===== src/rtl/uart_pkg.sv =====
// Shared types and helpers for the UART transmit path: serializer states,
// parity mode encodings, counter sizing and parity calculation.
package uart_pkg;

   typedef enum logic [2:0] {
      ST_IDLE   = 3'd0,
      ST_START  = 3'd1,
      ST_DATA   = 3'd2,
      ST_PARITY = 3'd3,
      ST_STOP   = 3'd4
   } uart_state_e;

   localparam int PARITY_NONE = 32'sd0;
   localparam int PARITY_EVEN = 32'sd1;
   localparam int PARITY_ODD  = 32'sd2;

   // Widest payload supported; narrower frames are zero-extended for parity.
   localparam int PAR_W = 32'sd9;

   function automatic int clog2(input int value);
      int result;
      result = 32'sd0;
      while ((32'd1 << result) < value) begin
         result = result + 32'sd1;
      end
      return result;
   endfunction

   // Zero padding does not change the XOR, so one width serves all payloads.
   function automatic logic calc_parity(input logic [PAR_W-1:0] data, input logic odd);
      return odd ^ (^data);
   endfunction

endpackage


===== src/rtl/uart_sync_fifo.sv =====
// Synchronous first-word-fall-through FIFO for the UART transmit queue.
// A push is accepted at full only when a pop frees a slot in the same cycle.
module uart_sync_fifo
   import uart_pkg::*;
#(
   parameter int DATA_WIDTH = 8,
   parameter int ADDR_WIDTH = 4
) (
   input  logic                  clk_i,
   input  logic                  rst_i,
   input  logic                  push_i,
   input  logic [DATA_WIDTH-1:0] wr_data_i,
   input  logic                  pop_i,
   output logic [DATA_WIDTH-1:0] rd_data_o,
   output logic [ADDR_WIDTH:0]   count_o
);

   localparam int DEPTH = 2 ** ADDR_WIDTH;
   localparam logic [ADDR_WIDTH:0]   DEPTH_C   = (ADDR_WIDTH + 1)'(DEPTH);
   localparam logic [ADDR_WIDTH:0]   CNT_ONE   = (ADDR_WIDTH + 1)'(1'b1);
   localparam logic [ADDR_WIDTH-1:0] PTR_ONE   = ADDR_WIDTH'(1'b1);

   logic [DATA_WIDTH-1:0] mem_q [DEPTH];
   logic [ADDR_WIDTH-1:0] wr_ptr_q, wr_ptr_d;
   logic [ADDR_WIDTH-1:0] rd_ptr_q, rd_ptr_d;
   logic [ADDR_WIDTH:0]   count_q, count_d;
   logic                  push_ok_s;
   logic                  pop_ok_s;

   // Accept/pop decisions and next pointer/count values.
   always_comb begin
      pop_ok_s  = pop_i && (count_q != '0);
      push_ok_s = push_i && ((count_q != DEPTH_C) || pop_ok_s);
      wr_ptr_d  = push_ok_s ? (wr_ptr_q + PTR_ONE) : wr_ptr_q;
      rd_ptr_d  = pop_ok_s ? (rd_ptr_q + PTR_ONE) : rd_ptr_q;
      case ({push_ok_s, pop_ok_s})
         2'b10:   count_d = count_q + CNT_ONE;
         2'b01:   count_d = count_q - CNT_ONE;
         default: count_d = count_q;
      endcase
   end

   // Pointer and occupancy registers.
   always_ff @(posedge clk_i or posedge rst_i) begin
      if (rst_i) begin
         wr_ptr_q <= '0;
         rd_ptr_q <= '0;
         count_q  <= '0;
      end else begin
         wr_ptr_q <= wr_ptr_d;
         rd_ptr_q <= rd_ptr_d;
         count_q  <= count_d;
      end
   end

   // Storage array; contents are don't-care until written.
   always_ff @(posedge clk_i) begin
      if (push_ok_s) begin
         mem_q[wr_ptr_q] <= wr_data_i;
      end
   end

   assign rd_data_o = mem_q[rd_ptr_q];
   assign count_o   = count_q;

endmodule


===== src/rtl/uart_tx_fifo_ctrl.sv =====
// UART transmit controller: host write port into a TX FIFO that drains into a
// registered serializer with configurable parity and stop bits.
module uart_tx_fifo_ctrl
   import uart_pkg::*;
#(
   parameter int DATA_WIDTH   = 8,
   parameter int ADDR_WIDTH   = 4,
   parameter int CLKS_PER_BIT = 868,
   parameter int PARITY_MODE  = 0,
   parameter int STOP_BITS    = 1
) (
   input  logic                  CLK,
   input  logic                  RST,
   input  logic                  wr_en,
   input  logic [DATA_WIDTH-1:0] wr_data,
   output logic                  wr_full,
   output logic [ADDR_WIDTH:0]   tx_level,
   output logic                  ovf,
   input  logic                  clr_ovf,
   output logic                  tx_busy,
   output logic                  TXD
);

   localparam int DEPTH = 2 ** ADDR_WIDTH;
   localparam int CNT_W = clog2(CLKS_PER_BIT);
   localparam int BIT_W = clog2(DATA_WIDTH);
   localparam logic [ADDR_WIDTH:0] DEPTH_C  = (ADDR_WIDTH + 1)'(DEPTH);
   localparam logic [CNT_W-1:0]    CNT_LAST = CNT_W'(CLKS_PER_BIT - 1);
   localparam logic [CNT_W-1:0]    CNT_ONE  = CNT_W'(1'b1);
   localparam logic [BIT_W-1:0]    BIT_LAST = BIT_W'(DATA_WIDTH - 1);
   localparam logic [BIT_W-1:0]    BIT_ONE  = BIT_W'(1'b1);
   localparam logic STOP_LAST  = (STOP_BITS == 2) ? 1'b1 : 1'b0;
   localparam logic PAR_ODD    = (PARITY_MODE == PARITY_ODD) ? 1'b1 : 1'b0;
   localparam logic PAR_EN     = (PARITY_MODE != PARITY_NONE) ? 1'b1 : 1'b0;

   uart_state_e           state_q, state_d;
   logic [CNT_W-1:0]      cnt_q, cnt_d;
   logic [BIT_W-1:0]      bit_q, bit_d;
   logic                  stop_q, stop_d;
   logic [DATA_WIDTH-1:0] shift_q, shift_d;
   logic [DATA_WIDTH-1:0] data_q, data_d;
   logic                  txd_q, txd_d;
   logic                  busy_q, busy_d;
   logic                  ovf_q, ovf_d;
   logic                  pop_s;
   logic                  drop_s;
   logic                  cnt_wrap_s;
   logic [ADDR_WIDTH:0]   level_s;
   logic [DATA_WIDTH-1:0] rd_data_s;

   uart_sync_fifo #(
      .DATA_WIDTH (DATA_WIDTH),
      .ADDR_WIDTH (ADDR_WIDTH)
   ) u_fifo (
      .clk_i     (CLK),
      .rst_i     (RST),
      .push_i    (wr_en),
      .wr_data_i (wr_data),
      .pop_i     (pop_s),
      .rd_data_o (rd_data_s),
      .count_o   (level_s)
   );

   // Pop only from IDLE, so a push at full is accepted exactly on that edge.
   always_comb begin
      pop_s  = (state_q == ST_IDLE) && (level_s != '0);
      drop_s = wr_en && (level_s == DEPTH_C) && !pop_s;
      if (drop_s) begin
         ovf_d = 1'b1;
      end else if (clr_ovf) begin
         ovf_d = 1'b0;
      end else begin
         ovf_d = ovf_q;
      end
   end

   // Serializer next state; TXD and busy are decoded from the next state so
   // the registered pins change on the same edge as the state.
   always_comb begin
      state_d    = state_q;
      bit_d      = bit_q;
      stop_d     = stop_q;
      shift_d    = shift_q;
      data_d     = data_q;
      cnt_wrap_s = (cnt_q == CNT_LAST);
      if (state_q == ST_IDLE || cnt_wrap_s) begin
         cnt_d = '0;
      end else begin
         cnt_d = cnt_q + CNT_ONE;
      end

      case (state_q)
         ST_IDLE: begin
            if (pop_s) begin
               state_d = ST_START;
               shift_d = rd_data_s;
               data_d  = rd_data_s;
               bit_d   = '0;
               stop_d  = 1'b0;
            end else begin
               state_d = ST_IDLE;
            end
         end
         ST_START: begin
            if (cnt_wrap_s) begin
               state_d = ST_DATA;
            end else begin
               state_d = ST_START;
            end
         end
         ST_DATA: begin
            if (cnt_wrap_s && bit_q == BIT_LAST) begin
               state_d = PAR_EN ? ST_PARITY : ST_STOP;
            end else if (cnt_wrap_s) begin
               bit_d   = bit_q + BIT_ONE;
               shift_d = {1'b0, shift_q[DATA_WIDTH-1:1]};
            end else begin
               state_d = ST_DATA;
            end
         end
         ST_PARITY: begin
            if (cnt_wrap_s) begin
               state_d = ST_STOP;
            end else begin
               state_d = ST_PARITY;
            end
         end
         ST_STOP: begin
            if (cnt_wrap_s && stop_q == STOP_LAST) begin
               state_d = ST_IDLE;
            end else if (cnt_wrap_s) begin
               stop_d = 1'b1;
            end else begin
               state_d = ST_STOP;
            end
         end
         default: begin
            state_d = ST_IDLE;
         end
      endcase

      case (state_d)
         ST_START:  txd_d = 1'b0;
         ST_DATA:   txd_d = shift_d[0];
         ST_PARITY: txd_d = calc_parity(PAR_W'(data_q), PAR_ODD);
         default:   txd_d = 1'b1;
      endcase
      busy_d = (state_d != ST_IDLE);
   end

   // Serializer, overflow and pin registers; reset forces the line idle at once.
   always_ff @(posedge CLK or posedge RST) begin
      if (RST) begin
         state_q <= ST_IDLE;
         cnt_q   <= '0;
         bit_q   <= '0;
         stop_q  <= 1'b0;
         shift_q <= '0;
         data_q  <= '0;
         txd_q   <= 1'b1;
         busy_q  <= 1'b0;
         ovf_q   <= 1'b0;
      end else begin
         state_q <= state_d;
         cnt_q   <= cnt_d;
         bit_q   <= bit_d;
         stop_q  <= stop_d;
         shift_q <= shift_d;
         data_q  <= data_d;
         txd_q   <= txd_d;
         busy_q  <= busy_d;
         ovf_q   <= ovf_d;
      end
   end

   assign TXD      = txd_q;
   assign tx_busy  = busy_q;
   assign ovf      = ovf_q;
   assign tx_level = level_s;
   assign wr_full  = (level_s == DEPTH_C);

endmodule


===== config.mk =====
export PLATFORM = sky130hd
export DESIGN_NAME = uart_tx_fifo_ctrl
export DESIGN_NICKNAME = d
export VERILOG_FILES = /design/src/rtl/uart_pkg.sv /design/src/rtl/uart_sync_fifo.sv /design/src/rtl/uart_tx_fifo_ctrl.sv
export SDC_FILE = /design/constraint.sdc
export NUM_CORES = 1
export LEC_CHECK = 0
export CORE_AREA = 2 2 150 93
export CTS_CLUSTER_DIAMETER = 200
export CTS_CLUSTER_SIZE = 40
export DETAILED_ROUTE_END_ITERATION = 10
export DIE_AREA = 0 0 152 95
export HOLD_SLACK_MARGIN = 0.02
export PLACE_DENSITY = 0.82
export REMOVE_ABC_BUFFERS = 1
export SKIP_LAST_GASP = 1
export SLEW_MARGIN = 5
export SYNTH_ARGS = -nofsm -noshare
export SYNTH_HDL_FRONTEND = slang
export SYNTH_HIERARCHICAL = 1
export SYNTH_SLANG_ARGS = --single-unit

===== constraint.sdc =====
create_clock -name CLK -period 3.9 [get_ports CLK]
set_clock_uncertainty 0.2 [all_clocks]
set_input_delay 1.17 -clock CLK [delete_from_list [all_inputs] [get_ports CLK]]
set_output_delay 1.17 -clock CLK [all_outputs]
set_load 0.05 [all_outputs]

### Word level (Yosys, flattened, before mapping)

Memories as Yosys holds them, arrays and structs flattened.
Index checks and enable logic that the tools add are counted.

| word-level totals | value |
|---|---|
| memories | 1 |
| register bits | 49 |
| bits in writable memories | 128 |
| input port bits | 12 |

| operators by class | value |
|---|---|
| reduce and logical (&&, ||, !) cells | 21 |
| bitwise gates (word level) | 1 |
| eq/ne operators | 18 |
| muxes and demuxes | 27 |
| $add $sub $neg | 6 |

Memories:

| memory | words | width | rd ports | clocked after memory_dff | write ports | line | RTL |
|---|---|---|---|---|---|---|---|
| u_fifo.mem_q | 16 | 8 | 1 | 0 | 1 | uart_sync_fifo.sv:23 | `logic [DATA_WIDTH-1:0] mem_q [DEPTH];` |

Operators with widths:

| operator | number |
|---|---|
| 3-bit 2-to-1 mux | 8 |
| 8-bit 2-to-1 mux | 3 |
| 8-bit one-hot mux with 2 select lines | 1 |
| 3-bit one-hot mux with 5 select lines | 1 |
| 3-bit by 2-bit == test with 1-bit output (second input constant) | 4 |
| 10-bit by 1-bit adder with 10-bit output (second input constant) | 1 |
| 10-bit == test (second input constant) | 1 |
| 10-bit 2-to-1 mux | 1 |
| 5-bit one-hot mux with 2 select lines | 1 |
| 9-bit XOR reduction | 1 |
| 4-bit by 1-bit adder with 4-bit output (second input constant) | 2 |
| 1-bit 2-to-1 mux | 8 |
| 2-bit != test (second input constant) | 4 |
| 4-bit AND reduction | 2 |
| 2-bit nonzero test | 4 |
| 1-bit logical AND | 7 |
| 3-bit by 1-bit == test with 1-bit output (second input constant) | 2 |
| 3-bit == test (second input constant) | 2 |
| 3-bit one-hot mux with 2 select lines | 1 |
| 5-bit by 1-bit adder with 5-bit output (second input constant) | 1 |
| 5-bit == test (second input constant) | 1 |
| 5-bit != test (second input constant) | 1 |
| 5-bit nonzero test | 1 |
| 5-bit by 1-bit subtractor with 5-bit output (second input constant) | 1 |
| 13 further kinds | 14 |

### Depth between registers and ports, before layout

| logic depth | value |
|---|---|
| depth in word-level cells | 7 |
| mapped depth | 14 |
| depth with buffers taken out | 11 |

### Modules after synthesis

Netlist, hierarchy kept.

By module, submodules not included:

| module | cells each | times used | area an instance (um2) |
|---|---|---|---|
| uart_sync_fifo | 299 | 1 | 5983.2 |
| uart_tx_fifo_ctrl | 153 | 1 | 1719.1 |

### Worst setup path after synthesis

OpenSTA, ideal clock, no wires.

| timing | value |
|---|---|
| path type | reg2reg |
| start point | register state_q[2] |
| end point | register u_fifo.count_q[2], in the netlist u_fifo/count_o[2] |
| data required time | 3617 ps |
| arrival time | 3142 ps |
| setup time | 83 ps |
| cell stages (with the launch flop) | 15 |
| path slack | 475 ps |
| path through | dfrtp_1 -> clkbuf_1 -> or3_1 -> a21oi_1 -> clkbuf_1 -> buf_2 -> o21ai_4 -> nor2_1 -> inv_1 -> fa_1 -> xnor2_1 -> nand2_1 -> a2bb2oi_1 -> o32a_1 -> o21ai_0 |

| on the way | value |
|---|---|
| longest elaborated chain between the ends | 7 |

RTL lines:

| item | line | RTL |
|---|---|---|
| start, declared | uart_tx_fifo_ctrl.sv:36 | `uart_state_e state_q, state_d;` |
| start signal, assigned | uart_tx_fifo_ctrl.sv:164 | `state_q <= state_d;` |
| 3-bit logical NOT * | uart_tx_fifo_ctrl.sv:66 | `pop_s = (state_q == ST_IDLE) && (level_s != '0);` |
| 1-bit logical AND * | uart_tx_fifo_ctrl.sv:66 |  |
| via pop_s | uart_tx_fifo_ctrl.sv:45 | `logic pop_s;` |
| 1-bit logical AND * | uart_sync_fifo.sv:32 | `pop_ok_s = pop_i && (count_q != '0);` |
| 1-bit logical OR | uart_sync_fifo.sv:33 | `push_ok_s = push_i && ((count_q != DEPTH_C) \|\| pop_ok_s);` |
| 1-bit logical AND | uart_sync_fifo.sv:33 |  |
| 2-bit by 1-bit == test with 1-bit output / 2-bit == test (equally long branches) | uart_sync_fifo.sv:36 | `case ({push_ok_s, pop_ok_s})` |
| 5-bit one-hot mux with 2 select lines / 2-bit nonzero test (equally long branches) | - |  |
| end signal, assigned | uart_sync_fifo.sv:52 | `count_q <= count_d;` |
| end, declared | uart_sync_fifo.sv:26 | `logic [ADDR_WIDTH:0] count_q, count_d;` |

Mark *: on every way through the listed nets, which the timed path passes. The rest lies on a longest branch.
A chain may end at the register's enable or synchronous reset.

### Final worst setup path

| timing | value |
|---|---|
| start point | register u_fifo.count_q[1], in the netlist u_fifo/count_o[1] |
| end point | output wr_full |

| on the way | value |
|---|---|
| longest elaborated chain between the ends | 1 |

RTL lines:

| item | line | RTL |
|---|---|---|
| 5-bit == test | uart_tx_fifo_ctrl.sv:180 | `assign wr_full = (level_s == DEPTH_C);` |
| end, declared | uart_tx_fifo_ctrl.sv:16 | `output logic wr_full,` |

Every way passes these cells.

==> metrics.md <==
| Metric | Value |
|---|---|
| Status | `finished clean` |
| Reg2reg setup slack | `480 ps` |
| Cell area after synthesis | `7700 sq um` |
| Max Cap Viol | `0` |
| All-layer global routing usage | `22.5%` |
| CTS tree | `yes` |
| Total power | `5.37 mW` |
| First-pass GRT wire length | `23600 um` |
| R2R Path Start | `state_q[2]` |
| Synth top area share | `49.9%` |
| Slowest stage delay, CP | `800 ps` |
| Hold Path Origin | `shift_q[3]` |
| Dominant cell type by area after synthesis | `edfxtp_1` |
| #FFs+latches synth | `177` |
| Routability congestion estimate from global placement | `0.828` |
| Clock Power Share | `31.4%` |
| Antenna Cells | `0` |
| Worst-Skew Late Latency | `430 ps` |
| # IOs | `21` |
| Seq/Total Area, Yosys | `65.8%` |
| Fin nets | `504` |
| Part of the power in combinational logic | `21.7%` |
| Max Transition Viols Final | `0` |
| Post-synth top cells | `edfxtp_1 (128), dfrtp_1 (48), mux4_1 (30)` |
| Final Setup Violations | `0` |
| Peak VDD IR | `0.000313 V` |
| Vias in the first global route | `4102` |
| Top Family by Delay on Critical Path | `buffers and inverters` |
| Initial Util | `58.1%` |
| Async S/R FF share, synth | `27.7%` |
| Crit path time final | `3700 ps` |
| Die span in y | `95 um` |
| Worst-path fanout max | `8` |
| Slowest CP cell | `clkdlybuf4s50_1` |
| Pint | `3.72 mW` |
| Fin util | `65.4%` |
| Top sig layer | `met4` |
| Crit path DAT | `2330 ps` |
| # DRC | `0` |
| Critical path cell sequence | `nor4_1 -> buf_4 -> and2_1 -> clkdlybuf4s50_1` |
| # resized after CTS | `0` |
| Wire per inst | `22.9 um` |
| H-tree levels | `4` |
| Post-place instance area | `8070 sq um` |
| Post-route ant nets | `0` |
| CP Capture Type | `primary output` |
| Clock Pin Slew Worst Setup and Hold Paths | `70 ps` |
| Sw Ratio | `30.6%` |
| NetSw | `1.65 mW` |
| TritonCTS buffer count | `17` |
| Share of layout cells above drive strength 1 | `14.6%` |
| Antenna violations before repair | `0` |
| Final period util | `94.8%` |
| Hold Path Class | `reg2reg` |
| Reg2reg end | `u_fifo/count_o[2]` |
| Actual slew at the worst max-slew pin | `1140 ps` |
| Worst setup SP type | `register` |
| Library cells used by synthesis | `61` |
| Top_reg_cell synth | `edfxtp_1` |
| Area Overhead vs Synth | `12.5%` |
| F_max | `0.270 GHz` |
| Critical path origin | `u_fifo/count_o[1]` |
| Count of input and output buffers | `20` |
| CTS Hold Bufs | `0` |
| Post-CTS Setup Inserts | `0` |
| Sequential share of power | `47.0%` |
| Design area | `8660 sq um` |
| CTS Buffer Depth | `2` |
| Met2 wire length | `7380 um` |
| RSZ-0062 raised after global routing | `false` |
| CTS Sinks | `177` |
| Drt pass-1 iters | `5` |
| Leakage | `3.15 nW` |
| Die area | `14400 sq um` |
| Met1 wire length | `6700 um` |
| Reg2reg path depth | `12` |
| Worst Setup EP | `wr_full` |
| Largest net degree at the start of global routing | `27` |
| Synth Instances | `452` |
| Final hold viol count | `0` |
| Synth warn | `6` |
| Placement Setup Slack | `377 ps` |
| Vias | `4131` |
| Worst setup margin | `202 ps` |
| Fillers | `856` |
| Worst path bufs/invs | `2` |
| Post-route insts no fill | `668` |
| Die X | `152 um` |
| DR WL met3 | `976 um` |
| CP required | `2530 ps` |
| Clock Tree Root | `clkbuf_16` |
| Total congestion overflow | `0` |
| Power Density | `620 nW/um^2` |
| Synth area leaders | `edfxtp_1 (50%), dfrtp_1 (16%), mux4_1 (10%)` |
| HPWL Detailed | `9660 um` |
| Core box area | `13300 sq um` |
| Setup Crit Path Kind | `reg2out` |
| Post-synth EDFFs | `128` |
| Initial drt markers | `459` |
| Inst Count DP | `636` |
| Row count | `33` |
| Rel. slew slack | `23.7%` |
| Post-DR vias/cell | `6.18` |
| Top-count cell post-synth | `edfxtp_1` |
| Routed wire length | `15300 um` |
| Mapped Avg Cell Area | `17.0 sq um` |
| Worst path depth | `4` |
metal layers:
| metal | GRT usage, % | vias to the layer above |
|---|---|---|
| li1 | - | 1825 |
| met1 | 32.0 | 2113 |
| met2 | 35.7 | 169 |
| met3 | 4.18 | 24 |
| met4 | 7.79 | 0 |
| met5 | 0 | - |
cell usage in the layout, fill, tap and decap left out, types with 5 or more instances in the layout:
| master | instances |
|---|---|
| a21oi_1 | 9 |
| a22oi_1 | 6 |
| and2_1 | 21 |
| buf_4 | 9 |
| clkbuf_16 | 17 |
| clkdlybuf4s50_1 | 20 |
| dfrtp_1 | 48 |
| edfxtp_1 | 128 |
| ha_1 | 11 |
| inv_1 | 17 |
| inv_8 | 5 |
| mux2_2 | 10 |
| mux4_1 | 30 |
| mux4_2 | 10 |
| nand2_1 | 25 |
| nand3_1 | 8 |
| nor2_1 | 16 |
| nor3_1 | 5 |
| o21ai_0 | 6 |
| xnor2_1 | 20 |
flip-flops by register name, summed over array words and instances, names as in the netlist:
signal and cells:
u_fifo/mem_q 128, cnt_q 10, data_q 8, shift_q 8, u_fifo/count_o 5, u_fifo/rd_ptr_q 4
u_fifo/wr_ptr_q 4, bit_q 3, state_q 3, TXD 1, ovf 1, stop_q 1
tx_busy 1
metrics by stage:
stage / setup TNS (ps) / hold WS [ps]
2_1_floorplan: -9410 / 238
3_3_place_gp: 0 / 252
3_5_place_dp: 0 / 265
4_1_cts: 0 / 284
5_1_grt: 0 / 309
6_report: 0 / 279
cell families (layout without fill, tap and decap cells):
kind of cell               after synthesis  after routing  share of synthesized area, %
AOI/OAI and AO/OA                       45             45                          4.17
and+or+nand+nor                        104            104                          7.81
DFF                                    177            177                          65.8
muxes                                   53             53                          15.0
adders and majority gates               12             12                          2.05
xor gates and xnor gates                24             24                          2.73
buffers and inverters                   37             78                          2.39
final cells by class:
| cell class | count | area [sq um] | share of cell area, % |
|---|---|---|---|
| inverter | 17 | 63.8 | 0.737 |
| sequential | 177 | 5070 | 58.5 |
| timing repair buffer | 29 | 268 | 3.09 |
| tap | 175 | 219 | 2.53 |
| clock buffer | 17 | 425 | 4.91 |
| multi-input combinational | 238 | 2450 | 28.3 |
| clock inverter | 15 | 164 | 1.89 |
worst min-delay path: cells and delay by family, from the launching register on:
kind	cells	cell delay, ps
and+or+nand+nor	2	100
DFF	1	350
worst min path at each step:
stage | slack, ps | endpoint | cells after the start
after global routing | 310 | shift_q[3] | 2
final | 280 | shift_q[3] | 2
after CTS | 280 | shift_q[1] | 2
after detailed placement | 260 | shift_q[6] | 2
after global placement | 250 | shift_q[6] | 2
after floorplan | 240 | shift_q[1] | 2
power by group through the flow:
stage	logic [mW]	registers (mW)	clock network, mW
after floorplan	0.686	2.59	0
after global placement	1.11	2.53	0
after detailed placement	1.15	2.55	0
after CTS	1.16	2.52	1.71
after global routing	1.24	2.55	1.79
final	1.16	2.52	1.68
Note: power is estimated with default switching activity, not from simulation.
